$ cat src/rtl/jstepper_if.sv
// jcscpu step/phase sequencer bundle: run controls in, step/phase strobes out.
interface jstepper_if #(
   parameter int NSTEPS = 7
);
   logic              wrun;
   logic              wsingle;
   logic              wsclr;
   logic [NSTEPS-1:0] bsteps;
   logic [1:0]        bphase;
   logic              wclke;
   logic              wclks;
   logic              wlast;

   modport master (
      output wrun, wsingle, wsclr,
      input  bsteps, bphase, wclke, wclks, wlast
   );

   modport slave (
      input  wrun, wsingle, wsclr,
      output bsteps, bphase, wclke, wclks, wlast
   );
endinterface

$ cat src/rtl/jstepper.sv
// jcscpu step/phase sequencer: four clock phases per step, one-hot step vector,
// gated enable/set strobes decoded purely from registered state.
module jstepper #(
   parameter int NSTEPS = 7
) (
   input logic        wclk,
   input logic        wrst,
   jstepper_if.slave  bus
);
   typedef enum logic [1:0] {
      IDLE = 2'd0,
      RUN  = 2'd1,
      ONE  = 2'd2
   } state_t;

   state_t            state_q;
   state_t            state_d;
   logic [1:0]        phase_q;
   logic [NSTEPS-1:0] step_q;
   logic              active;
   logic              bnd;

   assign active = (state_q != IDLE);
   assign bnd    = active && (phase_q == 2'd3);

   // State register; phase and step ride along with it
   always_ff @(posedge wclk) begin
      if (wrst) begin
         state_q <= IDLE;
         phase_q <= 2'd0;
         step_q  <= {{(NSTEPS-1){1'b0}}, 1'b1};
      end else begin
         state_q <= state_d;
         phase_q <= active ? phase_q + 2'd1 : 2'd0;
         if (bnd) begin
            if (bus.wsclr || step_q[NSTEPS-1])
               step_q <= {{(NSTEPS-1){1'b0}}, 1'b1};
            else
               step_q <= {step_q[NSTEPS-2:0], 1'b0};
         end
      end
   end

   // A step, once started, always runs its four phases to completion
   always_comb begin
      state_d = state_q;
      unique case (state_q)
         IDLE: begin
            if (bus.wrun)
               state_d = RUN;
            else if (bus.wsingle)
               state_d = ONE;
         end
         RUN: begin
            if (bnd && !bus.wrun)
               state_d = IDLE;
         end
         ONE: begin
            if (bnd)
               state_d = bus.wrun ? RUN : IDLE;
         end
         default: state_d = IDLE;
      endcase
   end

   always_comb begin
      bus.bsteps = step_q;
      bus.bphase = phase_q;
      bus.wclke  = active && (phase_q != 2'd3);
      bus.wclks  = active && (phase_q == 2'd1);
      bus.wlast  = step_q[NSTEPS-1];
   end
endmodule
$ cat src/flat_wrapper.sv
// flat-port wrapper written by rule: the top's interface ports become plain ports
module jstepper_flat 
#(
   parameter int NSTEPS = 7
)
  (wclk, wrst, bus_wrun, bus_wsingle, bus_wsclr, bus_bsteps, bus_bphase, bus_wclke, bus_wclks, bus_wlast);
  jstepper_if #(.NSTEPS(NSTEPS)) bus_i ();
  input logic wclk;
  input logic wrst;
  input wire logic [$bits(bus_i.wrun)-1:0] bus_wrun;
  input wire logic [$bits(bus_i.wsingle)-1:0] bus_wsingle;
  input wire logic [$bits(bus_i.wsclr)-1:0] bus_wsclr;
  output wire logic [$bits(bus_i.bsteps)-1:0] bus_bsteps;
  output wire logic [$bits(bus_i.bphase)-1:0] bus_bphase;
  output wire logic [$bits(bus_i.wclke)-1:0] bus_wclke;
  output wire logic [$bits(bus_i.wclks)-1:0] bus_wclks;
  output wire logic [$bits(bus_i.wlast)-1:0] bus_wlast;
  assign bus_i.wrun = bus_wrun;
  assign bus_i.wsingle = bus_wsingle;
  assign bus_i.wsclr = bus_wsclr;
  assign bus_bsteps = bus_i.bsteps;
  assign bus_bphase = bus_i.bphase;
  assign bus_wclke = bus_i.wclke;
  assign bus_wclks = bus_i.wclks;
  assign bus_wlast = bus_i.wlast;
  jstepper #(.NSTEPS(NSTEPS)) u_core (.wclk(wclk), .wrst(wrst), .bus(bus_i));
endmodule
$ cat config.mk
export PLATFORM = sky130hd
export DESIGN_NAME = jstepper_flat
export DESIGN_NICKNAME = d
export VERILOG_FILES = /design/src/rtl/jstepper_if.sv /design/src/rtl/jstepper.sv /design/src/flat_wrapper.sv
export SDC_FILE = /design/constraint.sdc
export NUM_CORES = 1
export LEC_CHECK = 0
export CORE_AREA = 2 2 39 41
export CTS_CLUSTER_DIAMETER = 150
export DETAILED_ROUTE_END_ITERATION = 8
export DIE_AREA = 0 0 41 43
export MAX_ROUTING_LAYER = met4
export PLACE_DENSITY_LB_ADDON = 0.12
export SYNTH_ARGS = -nofsm -noshare
export SYNTH_HDL_FRONTEND = slang
export SYNTH_SLANG_ARGS = --single-unit
$ cat constraint.sdc
create_clock -name wclk -period 2.3 [get_ports wclk]
set_input_delay 0.46 -clock wclk [delete_from_list [all_inputs] [get_ports wclk]]
set_output_delay 0.46 -clock wclk [all_outputs]
set_load 0.02 [all_outputs]
### Yosys cells after proc, flatten, opt, wreduce, memory -nomap -nowiden

Index checks and enable logic that the tools add are counted.

| operators by class | value |
|---|---|
| add/subtract/negate cells | 1 |
| equal/unequal tests | 8 |
| multiplexer cells | 7 |
| bitwise logic cells | 1 |
| reduce and logical (&&, ||, !) cells | 10 |

Operator list:

| cell | number |
|---|---|
| 2-bit two-way mux | 4 |
| 7-bit two-way mux | 1 |
| 2-bit case mux with 3 select lines | 1 |
| 2-bit by 1-bit equality test with 1-bit output (second input constant) | 2 |
| 2-bit equality test (second input constant) | 2 |
| 1-bit logical AND | 4 |
| 2-bit by 1-bit inequality test with 1-bit output (second input constant) | 2 |
| 3-bit inequality test (second input constant) | 1 |
| 3-bit AND reduction | 1 |
| 2-bit by 1-bit adder with 2-bit output (second input constant) | 1 |
| 2-bit zero test | 1 |
| 2-bit inequality test (second input constant) | 1 |
| 2-bit nonzero test | 1 |
| 2-bit OR reduction | 1 |
| 1-bit zero test | 1 |
| 1-bit logical OR | 1 |
| 1-bit two-way mux | 1 |
| 1-bit NOT | 1 |

| word-level totals | value |
|---|---|
| register bits | 11 |
| input bits | 5 |
| output and inout bits | 12 |
| word-level logic and storage cells | 30 |

### Longest topological paths before layout

| depth | value |
|---|---|
| depth in word-level cells | 5 |
| gate-level depth with buffers | 4 |
| mapped depth without buffers | 4 |

### Worst setup path after synthesis

OpenSTA, ideal clock, no wires.

| timing | value |
|---|---|
| path kind | register to output |
| start point | register u_core.phase_q[0], in the netlist u_core.bus.bphase[0] |
| end point | output bus_wclks |
| arrival | 0.973 ns |
| data required time | 1.840 ns |
| path slack | 0.867 ns |
| cell stages (with the launch flop) | 3 |
| path buffers | 0 |
| cells stage by stage | dfxtp_1 ha_1 nor2b_1 |

| on the way | value |
|---|---|
| cells in the longest elaborated chain, start to end | 2 |

Ends and longest elaborated chain:

| what | line | RTL |
|---|---|---|
| from (decl) | jstepper.sv:18 | `logic [1:0] phase_q;` |
| from (signal assigned) | jstepper.sv:34 | `phase_q <= active ? phase_q + 2'd1 : 2'd0;` |
| 2-bit by 1-bit equality test with 1-bit output | jstepper.sv:70 | `bus.wclks = active && (phase_q == 2'd1);` |
| 1-bit logical AND | jstepper.sv:70 |  |
| to (decl) | flat_wrapper.sv:16 | `output wire logic [$bits(bus_i.wclks)-1:0] bus_wclks;` |

No other way between the ends.

### Worst setup path after layout

| timing | value |
|---|---|
| start point | register u_core.phase_q[0], in the netlist u_core.bus.bphase[0] |
| end point | output bus_wclke |

| on the way | value |
|---|---|
| cells in the longest elaborated chain, start to end | 2 |

Ends and longest elaborated chain:

| what | line | RTL |
|---|---|---|
| 2-bit inequality test | jstepper.sv:69 | `bus.wclke = active && (phase_q != 2'd3);` |
| 1-bit logical AND | jstepper.sv:69 |  |
| to (decl) | flat_wrapper.sv:15 | `output wire logic [$bits(bus_i.wclke)-1:0] bus_wclke;` |

No other way between the ends.

==> results.sh <==
export IMPL_cts_root_buffer="clkbuf_4"
export IMPL_min_path_type="register to register"
export IMPL_cts_buffers=3
export IMPL_first_global_vias=379
export IMPL_max_cap_violations=0
export IMPL_final_layout_size_suffix_gt1_share_pct=7.04
export IMPL_end_kind="output pin"
export IMPL_postCtsResizedCells=0
export IMPL_finalMaxSlewViolations=0
export IMPL_io_pins=17
export IMPL_maxSlewHeadroom_pct=73.5
export IMPL_path_clk_slew_ps=70
export IMPL_ff2ff_setup_slack_ps=1000
export IMPL_cp_data_required_time_ps=1840
export IMPL_final_hold_viol_count=0
export IMPL_antenna_found_initial=0
export IMPL_routed_wl_um=956
export IMPL_yosys_top_cells_area="dfxtp_1 (50%), a21oi_1 (9.1%), nand3_1 (6.8%)"
export IMPL_synth_seq_cells=11
export IMPL_worstPathArrival_ps=1580
export IMPL_numPlacedInstances=83
export IMPL_holdBufCountCts=0
export IMPL_setup_viol_count_final=0
export IMPL_diodes=0
export IMPL_r2r_start="u_core.bus.bphase[0]"
export IMPL_wl_per_cell_um=11.0
export IMPL_h_tree_depth=1
export IMPL_rsz0062_at_grt="false"
export IMPL_min_to="u_core.bus.bsteps[5]"
export IMPL_cts_tree="built"
export IMPL_grt_max_degree=13
export IMPL_yosysWarnings=0
export IMPL_cts_setup_buffers=0
export IMPL_portBuffers=16
export IMPL_r2r_end="u_core.state_q[0]"
export IMPL_start_util_pct=31.8
export IMPL_status="finished clean"
export IMPL_syn_to_final_growth_pct=46.0
export IMPL_synth_top_area_share_pct=50.0
export IMPL_hp_start="u_core.bus.bsteps[5]"
export IMPL_core_region_area_mm2=0.00138
export IMPL_drt_initial_drc_count=11
export IMPL_dpl_instance_area_um2=617
export IMPL_grt_util_all_layers_pct=13.8
export IMPL_dp_hpwl_um=654
export IMPL_detail_route_vias_per_cell=4.78
export IMPL_globalplace_congestion=0.659
export IMPL_path_class="register to output pin"
export IMPL_ir_drop_v=0.000260
export IMPL_synth_nets=59
export IMPL_placement_rows=14
export IMPL_ant_nets=0
export IMPL_grt_overflow_total=0
export IMPL_synth_top_area_cell="dfxtp_1"
export IMPL_critPathMaxFanout=4
export IMPL_grt_first_pass_wirelength_um=1570
export IMPL_synthesis_area_um2=440
export IMPL_drcViolationCount=0
export IMPL_first_pass_iters=4
export IMPL_clk_latency_ps=270
export IMPL_final_nets=79
export IMPL_fin_crit_ps=2040
export IMPL_layoutNonFillerInstCount=87
export IMPL_die_w_um=41
export IMPL_power_total_mw=0.378
export IMPL_timing_fmax_mhz=491
export IMPL_crit_path_start_kind="register"
export IMPL_clock_sinks=11
export IMPL_syn_area_per_cell_um2=8.47
export IMPL_ys_types=17
export IMPL_dr_total_vias=416
export IMPL_yosysSeqAreaShare_pct=50.0
export IMPL_reg2reg_depth=4
export IMPL_layout_worst_path_cycle_share_pct=88.5
export IMPL_fin_skew_ps=1.67
export IMPL_leakage_nw=0.223
export IMPL_tightest_slew_ps=395
export IMPL_hold_depth=2
export IMPL_fin_area_um2=643
export IMPL_die_h_um=43
export IMPL_utilization_pct=46.5
export IMPL_setup_tns_ps=0
export IMPL_postSynthCellCount=52
export IMPL_clock_path_buffers=2
export IMPL_p_per_area_mw_per_mm2=587
export IMPL_die_area_mm2=0.00176
worst max-delay path: stages (launching register included):
cell and delay, ps:
dfxtp_1 340, ha_1 250, nor2_1 110, clkdlybuf4s50_1 600
worst max path at each step:
stage / to / slack [ps] / start
final: bus_wclke / 260 / u_core.bus.bphase[0]
after global routing: bus_wclke / 190 / u_core.bus.bphase[0]
after CTS: bus_wclke / 260 / u_core.bus.bphase[0]
after detailed placement: bus_wclke / 560 / u_core.bus.bphase[0]
after global placement: bus_wclke / 570 / u_core.bus.bphase[0]
after floorplan: bus_wclks / 870 / u_core.bus.bphase[0]
where the power goes:
| group | switching, mW | internal (mW) |
|---|---|---|
| Sequential | 0.00577 | 0.195 |
| Clock | 0.0670 | 0.0673 |
| Combinational | 0.0210 | 0.0215 |
cell families after synthesis:
kind of cell,synth area share [%]
flip-flops,50.0
AND/OR/NAND/NOR,24.7
buffers and inverters,4.26
adder cells (fa/ha/maj),5.68
AO/OA/AOI/OAI,15.3
per-layer routing:
layer  global-route usage (%)  part of all wire [%]  vias to the layer above
li1                         -                     -                      218
met4                     10.0                   3.5                        0
met2                     15.3                    41                       11
met1                     19.9                    50                      182
met5                        -                     0                        -
met3                     4.71                   5.5                        5
per-stage QoR:
step	hold WS, ps	setup WS (ps)
2_1_floorplan	484	867
3_3_place_gp	465	572
3_5_place_dp	463	559
4_1_cts	473	255
5_1_grt	489	192
6_report	469	265
state kept, by name, indices dropped and copies added (netlist names):
signal	cells
u_core.bus.bsteps	7
u_core.state_q	2
u_core.bus.bphase	2
area by class of cell:
| cell class | count | area [um^2] |
|---|---|---|
| clock buffer | 4 | 26.3 |
| fill | 160 | 741 |
| inverter | 2 | 7.51 |
| multi-input combinational | 37 | 201 |
| sequential | 11 | 220 |
| tap | 16 | 20.0 |
| timing repair buffer | 17 | 168 |
cells in the mapped netlist:
library cell / n
a21oi_1: 8
a22oi_1: 1
buf_4: 1
clkbuf_1: 1
dfxtp_1: 11
ha_1: 2
inv_1: 1
inv_2: 1
nand2_1: 6
nand3_1: 6
nor2_1: 4
nor2b_1: 1
nor3_1: 5
o21a_1: 1
o21ai_1: 1
o31ai_1: 1
or4b_1: 1
placed cells by master (no fill, tap or decap), types with 2 or more instances in the layout:
cell             netlist  routed
a21oi_1                8       8
clkbuf_4               0       3
clkdlybuf4s50_1        0      16
dfxtp_1               11      11
ha_1                   2       2
nand2_1                6       6
nand3_1                6       6
nor2_1                 4       4
nor3_1                 5       5
(Power assumes the default switching activity.)
